File: src/rtl/uart_buffered.sv
// uart_buffered: UART with TX/RX FIFOs, shared 16x baud tick, oversampled receive.
// Define UART_BUFFERED_PARITY_EN to add an even-parity bit to every frame.
module uart_buffered #(
  parameter int freq_hz = 100000000,
  parameter int baud = 115200,
  parameter int data_bits = 8,
  parameter int stop_bits = 1,
  parameter int tx_depth = 16,
  parameter int rx_depth = 16
) (
  input  logic                 clk,
  input  logic                 reset,
  input  logic                 uart_rxd,
  output logic                 uart_txd,
  input  logic [data_bits-1:0] tx_data,
  input  logic                 tx_wr,
  output logic                 tx_busy,
  output logic                 tx_idle,
  output logic [data_bits-1:0] rx_data,
  output logic                 rx_avail,
  input  logic                 rx_ack,
  output logic                 rx_error,
  output logic                 rx_overflow
);
  localparam int div_raw = freq_hz / (baud * 16);
  localparam int div = div_raw < 1 ? 1 : div_raw;
  localparam int cw = $clog2(div + 1);
  localparam int ta = $clog2(tx_depth);
  localparam int ra = $clog2(rx_depth);
  typedef enum logic [2:0] {
    IDLE, START, DATA,
`ifdef UART_BUFFERED_PARITY_EN
    PARITY,
`endif
    STOP
  } state_t;
  logic [cw-1:0] bcnt;
  logic tick;
  assign tick = bcnt == cw'(div - 1);
  always_ff @(posedge clk) bcnt <= (reset || tick) ? '0 : bcnt + 1'b1;
  logic [data_bits-1:0] tx_mem [tx_depth];
  logic [ta:0] tx_wp, tx_rp;
  logic tx_empty, tx_pop, tx_end;
  state_t ts, ts_n;
  logic [3:0] tt, tbit;
  logic [data_bits-1:0] tsh;
`ifdef UART_BUFFERED_PARITY_EN
  logic tpar;
  always_ff @(posedge clk) if (tx_pop) tpar <= ^tx_mem[tx_rp[ta-1:0]];
`endif
  assign tx_empty = tx_wp == tx_rp;
  assign tx_busy = tx_wp[ta] != tx_rp[ta] && tx_wp[ta-1:0] == tx_rp[ta-1:0];
  assign tx_idle = ts == IDLE && tx_empty;
  assign tx_end = tick && tt == 4'd15;
  always_ff @(posedge clk) begin
    if (tx_wr && !tx_busy) tx_mem[tx_wp[ta-1:0]] <= tx_data;
    if (reset) begin
      tx_wp <= '0;
      tx_rp <= '0;
    end else begin
      if (tx_wr && !tx_busy) tx_wp <= tx_wp + 1'b1;
      if (tx_pop) tx_rp <= tx_rp + 1'b1;
    end
  end
  always_comb begin
    ts_n = ts;
    tx_pop = 1'b0;
    uart_txd = 1'b1;
    case (ts)
      IDLE: if (tick && !tx_empty) begin
        ts_n = START;
        tx_pop = 1'b1;
      end
      START: begin
        uart_txd = 1'b0;
        if (tx_end) ts_n = DATA;
      end
      DATA: begin
        uart_txd = tsh[0];
`ifdef UART_BUFFERED_PARITY_EN
        if (tx_end && tbit == 4'(data_bits - 1)) ts_n = PARITY;
      end
      PARITY: begin
        uart_txd = tpar;
        if (tx_end) ts_n = STOP;
`else
        if (tx_end && tbit == 4'(data_bits - 1)) ts_n = STOP;
`endif
      end
      STOP: if (tx_end && tbit == 4'(stop_bits - 1)) begin
        ts_n = tx_empty ? IDLE : START;
        tx_pop = !tx_empty;
      end
      default: ts_n = IDLE;
    endcase
  end
  always_ff @(posedge clk) begin
    if (reset) begin
      ts <= IDLE;
      tt <= '0;
      tbit <= '0;
    end else begin
      ts <= ts_n;
      tt <= ts_n != ts ? '0 : (ts != IDLE && tick) ? tt + 1'b1 : tt;
      tbit <= ts_n != ts ? '0 : tx_end ? tbit + 1'b1 : tbit;
    end
    if (tx_pop) tsh <= tx_mem[tx_rp[ta-1:0]];
    else if (ts == DATA && tx_end) tsh <= tsh >> 1;
  end
  logic [1:0] sync;
  logic rxs, rsamp, rperr, rx_push, rx_full, rx_pop, rx_wr;
  state_t rs, rs_n;
  logic [3:0] rt, rbit;
  logic [data_bits-1:0] rsh;
  logic [data_bits-1:0] rx_mem [rx_depth];
  logic [ra:0] rx_wp, rx_rp;
  assign rxs = sync[1];
  // start bit is checked at its middle; every later bit one full bit period on
  assign rsamp = tick && rt == (rs == START ? 4'd7 : 4'd15);
  always_ff @(posedge clk) sync <= reset ? 2'b11 : {sync[0], uart_rxd};
  always_comb begin
    rs_n = rs;
    rx_push = 1'b0;
    rx_error = 1'b0;
    case (rs)
      IDLE: if (tick && !rxs) rs_n = START;
      START: if (rsamp) rs_n = rxs ? IDLE : DATA;
`ifdef UART_BUFFERED_PARITY_EN
      DATA: if (rsamp && rbit == 4'(data_bits - 1)) rs_n = PARITY;
      PARITY: if (rsamp) rs_n = STOP;
`else
      DATA: if (rsamp && rbit == 4'(data_bits - 1)) rs_n = STOP;
`endif
      STOP: if (rsamp) begin
        rs_n = IDLE;
        rx_push = rxs && !rperr;
        rx_error = !(rxs && !rperr);
      end
      default: rs_n = IDLE;
    endcase
  end
  always_ff @(posedge clk) begin
    if (reset) begin
      rs <= IDLE;
      rt <= '0;
      rbit <= '0;
    end else begin
      rs <= rs_n;
      rt <= rs_n != rs ? '0 : (rs != IDLE && tick) ? rt + 1'b1 : rt;
      rbit <= rs_n != rs ? '0 : rsamp ? rbit + 1'b1 : rbit;
    end
    if (rs == DATA && rsamp) rsh <= {rxs, rsh[data_bits-1:1]};
  end
`ifdef UART_BUFFERED_PARITY_EN
  always_ff @(posedge clk)
    if (reset) rperr <= 1'b0;
    else if (rs == PARITY && rsamp) rperr <= rxs ^ (^rsh);
`else
  assign rperr = 1'b0;
`endif
  assign rx_avail = rx_wp != rx_rp;
  assign rx_full = rx_wp[ra] != rx_rp[ra] && rx_wp[ra-1:0] == rx_rp[ra-1:0];
  assign rx_pop = rx_ack && rx_avail;
  assign rx_wr = rx_push && (!rx_full || rx_pop);
  assign rx_overflow = rx_push && !rx_wr;
  assign rx_data = rx_avail ? rx_mem[rx_rp[ra-1:0]] : '0;
  always_ff @(posedge clk) begin
    if (rx_wr) rx_mem[rx_wp[ra-1:0]] <= rsh;
    if (reset) begin
      rx_wp <= '0;
      rx_rp <= '0;
    end else begin
      if (rx_wr) rx_wp <= rx_wp + 1'b1;
      if (rx_pop) rx_rp <= rx_rp + 1'b1;
    end
  end
endmodule

File: config.mk
export PLATFORM = sky130hd
export DESIGN_NAME = uart_buffered
export DESIGN_NICKNAME = d
export VERILOG_FILES = /design/src/rtl/uart_buffered.sv
export SDC_FILE = /design/constraint.sdc
export NUM_CORES = 1
export LEC_CHECK = 0
export CAP_MARGIN = 15
export CORE_MARGIN = 8
export CORE_UTILIZATION = 65
export CTS_CLUSTER_DIAMETER = 100
export DETAILED_ROUTE_END_ITERATION = 6
export PLACE_DENSITY = 0.81
export RECOVER_POWER = 25
export SYNTH_ARGS = -nofsm -noshare
export SYNTH_HDL_FRONTEND = slang
export SYNTH_SLANG_ARGS = --single-unit
File: constraint.sdc
create_clock -name clk -period 5.3 [get_ports clk]
set_input_delay 1.06 -clock clk [delete_from_list [all_inputs] [get_ports clk]]
set_output_delay 1.06 -clock clk [all_outputs]
set_load 0.02 [all_outputs]
==> metrics.md, run 1 <==
| Metric | Value |
|---|---|
| M2 GR Usage | 38.0% |
| Nets | 829 |
| Area leader, netlist | edfxtp_1 |
| Tcrit/Tclk final | 84.4% |
| Hold Crit Depth | 1 |
| IR drop worst, VDD | approximately 0.3 mV |
| Core Rows | 52 |
| Sequential share of the synthesized area | 70.3% |
| Sw Ratio | 19.1% |
| Placed Area | 0.0138 sq mm |
| Setup crit start kind | flop |
| Global-route wire length before repair | between 40,000 and 50,000 microns |
| Hold/Removal Path Class | reg -> reg |
| Largest net degree at the start of global routing | 36 |
| Mapped Cells | 766 |
| Area Overhead vs Synth | 12.0% |
| Die Y | 159 microns |
| Clk sinks | 330 |
| Outcome | finished with violations |
| Final hold viol count | 0 |
| RSZ-0062 raised after global routing | no |
| CTS Buffer Depth | 3 |
| Port bufs | 26 |
| Total global routing overflow | 0 |
| Vias in the first global route | 7,379 |
| GR peak layer | met2 |
| Syn_area_per_cell | approximately 17 sq um |
| Worst-Skew Late Latency | 0.52 ns |
| Netlist cell types | 56 |
| Seq cells post-synth | 330 |
| N_diodes | 0 |
| Post-CTS setup buffer count | 0 |
| Vias/cell | 6.43 |
| Number of fillers in the final layout | 1,129 |
| Yosys warns | 0 |
| 1st-pass router iterations | 5 |
| Commonest cells post-synth | edfxtp_1, mux4_2, dfxtp_1, nor2_1, and3_1 |
| CTS clock-pin slew for the worst setup and hold paths | 0.06 ns |
| Top cell type's share of synthesized area | 61.5% |
| DRC viols | 0 |
| Synth Flop Type | edfxtp_1 |
| Post-synthesis async set-or-reset flop share | 0% |
| Synth top area cells | edfxtp_1, mux4_2, dfxtp_1 |
| Clock Power Share | 44.5% |
| Slew Viols, Final | 36 |
| Worst-path fanout max | 20 |
| Setup violations, final | 0 |
| Pleak | approximately 4.8 nW |
| Total power | 0.00522 W |
| R2R depth | 6 |
| Clock Root Buffer | clkbuf_16 |
| Final TNS setup | 0 ns |
| Register Area | ~0.0093 sq mm |
| Combinational share of power | under 10% |
| GPL Wtd Cong | 0.850 |
| Post-synth EDFFs | roughly 270 |
| Pwr Density | between 300 and 400 mW/mm^2 |
| CTS HTree Levels | 2 |
| Vias | about 7,000 |
| Final instance area | 0.0149 sq mm |
| M1 GR Usage | 25.9% |
| Pin slew with the least headroom to its limit | between 1.5 and 2 ns |
| DR iter-0 viols | 655 |
| Share of layout cells above drive strength 1 | 17.2% |
| # hold bufs at CTS | 0 |
| Fin util | 73.7% |
| Antenna violations before repair | 0 |
| Ports | 27 |
| Psw | 0.000999 W |
| CP Class | reg -> out |
| Die Area | 0.0253 sq mm |
| Most instantiated library cell after synthesis | edfxtp_1 |
| M3 GR Usage | 3.75% |
| Core Area | 0.0202 sq mm |
| Max_cap viols | 1 |
| Worst relative slew slack | -12.1% |
| Failing checks | capacitance limit, slew limit |
| Final Skew | 0.0326 ns |
| CTS buffer count | 34 |
| Worst hold slack | 0.407 ns |
| Width of the die | around 160 microns |
| Starting Density | 65.8% |
| All-Layer GR Usage | a little over a fifth |
| CTS resizes | 0 |
| Seq pwr share | 53.9% |
| Minimum clock period after layout | around 4.5 ns |
| Max Fclk | 0.224 GHz |
| Crit path capture type | output port |
| Worst EP arrival | about 3.4 ns |
| CTS tree | done |
| Cell internal pwr | 0.00422 W |
| Post-DP HPWL | 16,100 microns |
| Area of the multi-input gates | approximately 0.0037 sq mm |
| Final WL | 26,900 microns |
| Synthesized area | around 0.013 sq mm |
| Worst path required time | 4.24 ns |
| Routed len/inst | 24.6 microns |
| Antenna violation net count after detailed routing | 0 |
==> layout by cell type (no fill, tap or decap), drive strengths merged, types with 3 or more instances in the layout <==
cell type	count
nor2b	18
or3	4
bufinv	3
clkbuf	47
nand2	22
xnor2	20
mux2i	7
a211oi	7
and2	7
or4	4
a21o	7
nand3	9
inv	20
xor2	18
o211ai	3
or2	3
nand4b	3
a22oi	14
ha	17
nor3b	5
nor2	39
buf	7
and3	24
o21ai	6
clkdlybuf4s50	25
dfxtp	58
clkinv	6
nand4	7
nor3	16
mux4	73
edfxtp	272
nor4	4
a21oi	20
==> final timing paths <==
check                      from                  to  slack, ns
max                        flop          rx_data[6]       0.83
min          sync[0]$_SDFF_PP1_  sync[1]$_SDFF_PP1_       0.41
max reg2reg  bcnt[0]$_SDFF_PP0_    tsh[3]$_DFFE_PP_       2.38
min reg2reg  sync[0]$_SDFF_PP1_  sync[1]$_SDFF_PP1_       0.41
==> cell families (layout without fill, tap and decap cells) <==
kind of cell	Yosys count	after routing	share of synthesized area, %
and+or+nand+nor	174	174	7.30
DFF	330	330	70.3
muxes	81	81	13.0
adders and majority gates	17	17	1.60
AOI/OAI and AO/OA	69	69	3.55
buffers and inverters	56	111	1.75
other	1	2	0.0282
xor gates and xnor gates	38	38	2.51
==> worst max-delay path: stages, from the launching register on <==
cell             delay, ns
dfxtp_2               0.77
buf_4                 0.40
mux4_2                0.55
mux4_2                0.48
nor2b_1               0.15
clkdlybuf4s50_1       0.55
==> state kept, by name, summed over array words and instances (netlist names), 5 cells and up, named ones only <==
signal	cells
rx_mem	128
tx_mem	128
rsh	8
tsh	8
bcnt	6
rx_rp	5
rx_wp	5
tx_rp	5
tx_wp	5
==> power groups by stage <==
stage	sequential [W]	clock, W	combinational, W
after global placement	0.00287	0	0.0000767
final	0.00281	0.00232	0.0000840
after floorplan	0.00286	0	0.0000425
after detailed placement	0.00287	0	0.0000821
after global routing	0.00281	0.00245	0.0000906
after CTS	0.00281	0.00235	0.0000838
==> layer usage <==
layer	share of wire (%)	up-vias	routed length (microns)
met5	0	-	0
met1	39	3549	10400
met2	52	313	14000
met4	2.8	0	741
li1	-	3088	-
met3	6.5	68	1750
==> stage by stage <==
| stage | setup WS (ns) | instances |
|---|---|---|
| 2_1_floorplan | 2.18 | 767 |
| 3_3_place_gp | 1.37 | 1031 |
| 3_5_place_dp | 1.27 | 1032 |
| 4_1_cts | 0.707 | 1091 |
| 5_1_grt | 0.604 | 1092 |
| 6_report | 0.829 | 1092 |
==> final cells by class <==
type,count,area share [%]
clock inverter,13,0.993
inverter,18,0.454
timing repair buffer,34,2.11
multi-input combinational,381,25.1
clock buffer,46,6.30
sequential,330,62.8
tap,270,2.27
(Power assumes the default switching activity.)
==> run 2, diff against run 1 <==
--- a/config.mk
+++ b/config.mk
@@ -7,10 +7,10 @@
 export LEC_CHECK = 0
 export CAP_MARGIN = 15
 export CORE_MARGIN = 8
-export CORE_UTILIZATION = 65
+export CORE_UTILIZATION = 62
 export CTS_CLUSTER_DIAMETER = 100
 export DETAILED_ROUTE_END_ITERATION = 6
-export PLACE_DENSITY = 0.81
+export PLACE_DENSITY = 0.77
 export RECOVER_POWER = 25
 export SYNTH_ARGS = -nofsm -noshare
 export SYNTH_HDL_FRONTEND = slang
==> constraint.sdc (replaced) <==
create_clock -name clk -period 4.55 [get_ports clk]
set_input_delay 0.91 -clock clk [delete_from_list [all_inputs] [get_ports clk]]
set_output_delay 0.91 -clock clk [all_outputs]
set_load 0.02 [all_outputs]
==> run 2 against run 1 <==
Net effect: the run now ends clean; cell count increased by 0.55%; critical path depth unchanged; setup slack got worse by 0.39 ns; combinational power increased by 13%; core utilization decreased by 2.8 points; worst hold slack improved by 0.0064 ns; first-iteration DRC count decreased by 6.7%; sequential share of layout area decreased by 0.15 points; critical endpoint is now rx_data[5]; largest power group unchanged; highest routed layer unchanged.
==> metrics.md, run 2 (synthesis gave the netlist of run 1 again) <==
| Metric | Value |
|---|---|
| Outcome | complete, no violations |
| Worst hold endpoint | sync[1]$_SDFF_PP1_ |
| Tcrit/Tclk final | 90.3% |
| Largest net degree at the start of global routing | 36 |
| CTS tree | done |
| DR iter-0 viols | 611 |
| Die Area | 0.0264 sq mm |
| Starting Density | between 60% and 70% |
| Routed len/inst | 24.0 microns |
| Commonest cells after routing, fill and taps aside | edfxtp_1, mux4_2, dfxtp_1 |
| Setup crit start kind | flop |
| Met1 WL | 10,100 microns |
| Antenna violation net count after detailed routing | 0 |
| Area Overhead vs Synth | 12.3% |
| WL met3 | 1700 microns |
| Worst path required time | 3.64 ns |
| Setup violations, final | 0 |
| Post-CTS setup buffer count | 0 |
| Number of fillers in the final layout | 1,245 |
| Worst relative slew slack | 28.1% |
| Vias/cell | 6.36 |
| Die Y | 162 microns |
| Core Area | ~0.021 sq mm |
| Worst EP arrival | 3.20 ns |
| N_diodes | 0 |
| DRC viols | 0 |
| Width of the die | 162 microns |
| RR Endpoint | rx_mem[6][5]$_DFFE_PP_ |
| Worst Min Path Start | sync[0]$_SDFF_PP1_ |
| Antenna violations before repair | 0 |
| Worst-path fanout max | 32 |
| Top sig layer | met4 |
| Final WL | around 26,000 microns |
| Hold Crit Depth | 1 |
| Hold/Removal Path Class | reg -> reg |
| Total global routing overflow | 0 |
| Worst r2r src | rt[0]$_SDFFE_PP0P_ |
| Port bufs | 26 |
| Routed wl met2 | 14,000 microns |
| GPL Wtd Cong | between 0.8 and 0.9 |
| Max_cap viols | 0 |
| Post-DP HPWL | ~16,000 microns |
| Final TNS setup | 0 ns |
| Vias in the first global route | 7,246 |
| Clk sinks | 330 |
| Most common library cell in the layout ignoring fill and taps | edfxtp_1 |
| Final Skew | 0.0252 ns |
| Max Fclk | 0.243 GHz |
| Global-route wire length before repair | between 40,000 and 50,000 microns |
| Crit path capture type | output port |
| Clock Root Buffer | clkbuf_16 |
| Share of layout cells above drive strength 1 | about 18% |
| R2R depth | 5 |
| CTS HTree Levels | 2 |
| Pleak | 4.82 nW |
| All-Layer GR Usage | 20.4% |
| Final hold viol count | 0 |
| CTS clock-pin slew for the worst setup and hold paths | 0.06 ns |
| Ports | 27 |
| CTS resizes | 0 |
| Nets | 829 |
| Pwr Density | roughly 410 mW/mm^2 |
| Core Rows | 53 |
| # hold bufs at CTS | 0 |
| Fin util | 70.9% |
| CP Class | reg -> out |
| Pin slew with the least headroom to its limit | 1.08 ns |
| IR drop worst, VDD | roughly 0.39 mV |
| 1st-pass router iterations | 5 |
| CTS Buffer Depth | 3 |
| CTS buffer count | 34 |
| R2R setup slack | ~1.6 ns |
| Minimum clock period after layout | 4.11 ns |
| RSZ-0062 raised after global routing | no |
| Slew Viols, Final | 0 |
| Vias | 6,978 |
| Worst-Skew Late Latency | ~0.51 ns |
run 2: cell count changes in the layout (fill, tap and decap cells not counted), sizes merged:
| cell | change |
|---|---|
| clkinv | +2 |
| bufinv | +1 |
| clkdlybuf4s50 | -1 |
| clkbuf | -2 |
| dlygate4sd3 | +1 |
| inv | -1 |
| buf | +1 |
run 2: critical path, cell delays in order, from the launching register on:
cell and delay (ns):
dfxtp_2 0.33, buf_4 0.51, mux4_2 0.61, mux4_2 0.50, nor2b_1 0.17, clkdlybuf4s50_1 0.57
run 2: report_power, final:
part	switching (W)	total, W	internal, W	leakage (nW)
clock	0.00109	0.00275	0.00166	0.537
combinational	0.0000592	0.0000945	0.0000353	1.36
sequential	0.0000125	0.00328	0.00326	2.92
run 2: metrics by stage:
stage / power [W] / cells / hold WS (ns) / setup WS [ns] / instance area, sq um
after floorplan: 0.00339 / 767 / 0.389 / 1.58 / 13300
after global placement: 0.00343 / 1037 / 0.395 / 1.01 / 13800
after detailed placement: 0.00343 / 1037 / 0.410 / 0.863 / 13800
after CTS: 0.00616 / 1097 / 0.423 / 0.385 / 14900
after global routing: 0.00628 / 1098 / 0.432 / 0.282 / 14900
final: 0.00612 / 1098 / 0.413 / 0.442 / 14900
run 2: area by class of cell:
cell class	count	area [sq um]	area share [%]
repair buffers	34	318	2.13
flip-flops and latches	330	9330	62.6
well taps	275	344	2.31
clock inverters	15	181	1.22
clock buffers	45	923	6.20
multi-input cells	381	3740	25.1
inverters	18	67.6	0.453
run 2: how the worst max path moves through the flow:
stage / from / to / slack (ns) / depth (start not counted)
6_report: flop / rx_data[5] / 0.44 / 5
5_1_grt: flop / rx_data[5] / 0.28 / 5
4_1_cts: flop / rx_data[5] / 0.39 / 5
3_5_place_dp: rx_ack / rx_overflow / 0.86 / 5
3_3_place_gp: rx_ack / rx_overflow / 1.01 / 5
2_1_floorplan: bcnt[0]$_SDFF_PP0_ / rx_error / 1.58 / 5
run 2: layer usage:
| layer | vias up | global-route usage, % |
|---|---|---|
| li1 | 3074 | - |
| met1 | 3576 | 25.0 |
| met2 | 280 | 35.9 |
| met3 | 48 | 4.10 |
| met4 | 0 | 6.31 |
| met5 | - | 0 |
==> run 3, diff against run 2 <==
--- a/config.mk
+++ b/config.mk
@@ -12,6 +12,7 @@
 export DETAILED_ROUTE_END_ITERATION = 6
 export PLACE_DENSITY = 0.77
 export RECOVER_POWER = 25
+export REMOVE_ABC_BUFFERS = 1
 export SYNTH_ARGS = -nofsm -noshare
 export SYNTH_HDL_FRONTEND = slang
 export SYNTH_SLANG_ARGS = --single-unit
==> run 3 against run 2 <==
Net effect: via count is 0.76% lower; die area did not move; largest power group unchanged; clock power down 5%; register-to-register slack improved by 0.11 ns.
==> metrics.md, run 3 (synthesis gave the netlist of run 1 again) <==
| Metric | Value |
|---|---|
| Final hold viol count | 0 |
| DRC viols | 0 |
| GR peak layer | met2 |
| Max Fclk | 0.244 GHz |
| DR iter-0 viols | 648 |
| CTS HTree Levels | 2 |
| Core Area | about 0.021 sq mm |
| Outcome | complete, no violations |
| Slew Viols, Final | 0 |
| Max_cap viols | 0 |
| Worst-path fanout max | 20 |
| Clk sinks | 330 |
| Routed len/inst | 23.4 microns |
| CTS resizes | 0 |
| Die Area | roughly 0.026 sq mm |
| RSZ-0062 raised after global routing | no |
| Core Rows | 53 |
| Final TNS setup | 0 ns |
| Minimum clock period after layout | 4.11 ns |
| Sw Ratio | about a fifth |
| Pwr Density | 403 mW/mm^2 |
| Global-route wire length before repair | 40,600 microns |
| Number of fillers in the final layout | 1,240 |
| Die Y | ~160 microns |
| Vias in the first global route | 7,295 |
| Worst r2r src | bcnt[3]$_SDFF_PP0_ |
| RR Endpoint | rx_mem[14][3]$_DFFE_PP_ |
| Combinational share of power | 1.7% |
| CTS Buffer Depth | 3 |
| Total power | about 0.006 W |
| Final instance area | 0.0149 sq mm |
| CTS clock-pin slew for the worst setup and hold paths | 0.06 ns |
| Setup violations, final | 0 |
| Placed Area | 0.0138 sq mm |
| N_diodes | 0 |
| Post-CTS setup buffer count | 0 |
| Nets | 832 |
| Ports | 27 |
| Worst relative slew slack | 32.8% |
| Final Skew | 0.0112 ns |
| Antenna violations before repair | 0 |
| Post-DP HPWL | approximately 17,000 microns |
| Fin util | 70.7% |
| CP Class | reg -> out |
| Vias/cell | 6.29 |
| Antenna violation net count after detailed routing | 0 |
| Width of the die | 162 microns |
| Most common library cell in the layout ignoring fill and taps | edfxtp_1 |
| Vias | 6,925 |
| Share of layout cells above drive strength 1 | 17.4% |
| Hold/Removal Path Class | reg -> reg |
| GPL Wtd Cong | roughly 0.80 |
| Worst EP arrival | between 3 and 4 ns |
| M1 GR Usage | 24.1% |
| Area Overhead vs Synth | 12.0% |
| Starting Density | 63.2% |
| Pleak | 4.82 nW |
| Psw | 0.00116 W |
| Setup crit start kind | flop |
| M2 GR Usage | 35.7% |
| Worst path required time | 3.64 ns |
| Final WL | 25,800 microns |
| Pin slew with the least headroom to its limit | slightly below 1 ns |
| Cell internal pwr | 0.00484 W |
| Worst-Skew Late Latency | approximately 0.50 ns |
| CTS tree | done |
| Crit path capture type | output port |
| Port bufs | 26 |
| Commonest cells after routing, fill and taps aside | edfxtp_1, mux4_2, dfxtp_1 |
| IR drop worst, VDD | approximately 0.32 mV |
| M3 GR Usage | under 10% |
| Seq pwr share | 54.7% |
| Critical path capture point | rx_data[5] |
| R2R setup slack | approximately 1.7 ns |
| Clock Power Share | 43.6% |
| Total global routing overflow | 0 |
| Tcrit/Tclk final | 90.2% |
| CTS buffer count | 35 |
| All-Layer GR Usage | 20.0% |
| 1st-pass router iterations | 6 |
| Clock Root Buffer | clkbuf_16 |
| Largest net degree at the start of global routing | 35 |
| # hold bufs at CTS | 0 |
| R2R depth | 4 |
-- run 3: power by group through the flow --
stage	clock network, W	registers, W	logic, W
2_1_floorplan	0	0.00334	0.0000449
3_3_place_gp	0	0.00334	0.0000942
3_5_place_dp	0	0.00334	0.0000994
4_1_cts	0.00267	0.00328	0.000101
5_1_grt	0.00277	0.00328	0.000108
6_report	0.00262	0.00328	0.000100
-- run 3: per-stage QoR --
stage	hold WS [ns]	cells	worst slack [ns]
CTS	0.422	1100	0.380
detailed placement	0.405	1039	0.940
floorplan	0.389	729	0.901
global route	0.431	1101	0.284
global placement	0.397	1039	1.01
finish	0.415	1101	0.445
-- run 3: worst min path at each step --
stage                                  start                 end  slack (ns)  cells past startpoint
after floorplan           sync[0]$_SDFF_PP1_  sync[1]$_SDFF_PP1_        0.39                      1
after global routing      sync[0]$_SDFF_PP1_  sync[1]$_SDFF_PP1_        0.43                      1
after CTS                 sync[0]$_SDFF_PP1_  sync[1]$_SDFF_PP1_        0.42                      1
after global placement    sync[0]$_SDFF_PP1_  sync[1]$_SDFF_PP1_        0.40                      1
final                     sync[0]$_SDFF_PP1_  sync[1]$_SDFF_PP1_        0.41                      1
after detailed placement  sync[0]$_SDFF_PP1_  sync[1]$_SDFF_PP1_        0.41                      1
-- run 3: routing by layer --
metal	up-vias	routed length (microns)
met5	-	0
met1	3517	9900
met3	62	1470
met2	255	13700
li1	3091	-
met4	0	727
-- run 3: layout make-up --
| class | count | area (sq um) | share of cell area (%) |
|---|---|---|---|
| flip-flops and latches | 330 | 9330 | 62.8 |
| clock buffers | 46 | 960 | 6.46 |
| inverters | 18 | 67.6 | 0.455 |
| multi-input cells | 381 | 3720 | 25.0 |
| clock inverters | 15 | 97.6 | 0.657 |
| repair buffers | 36 | 345 | 2.32 |
| well taps | 275 | 344 | 2.31 |
-- run 3: critical path, stage by stage (launching register included) --
cell,delay (ns)
dfxtp_2,0.63
buf_12,0.27
mux4_2,0.59
mux4_2,0.49
nor2b_1,0.14
clkdlybuf4s50_1,0.55
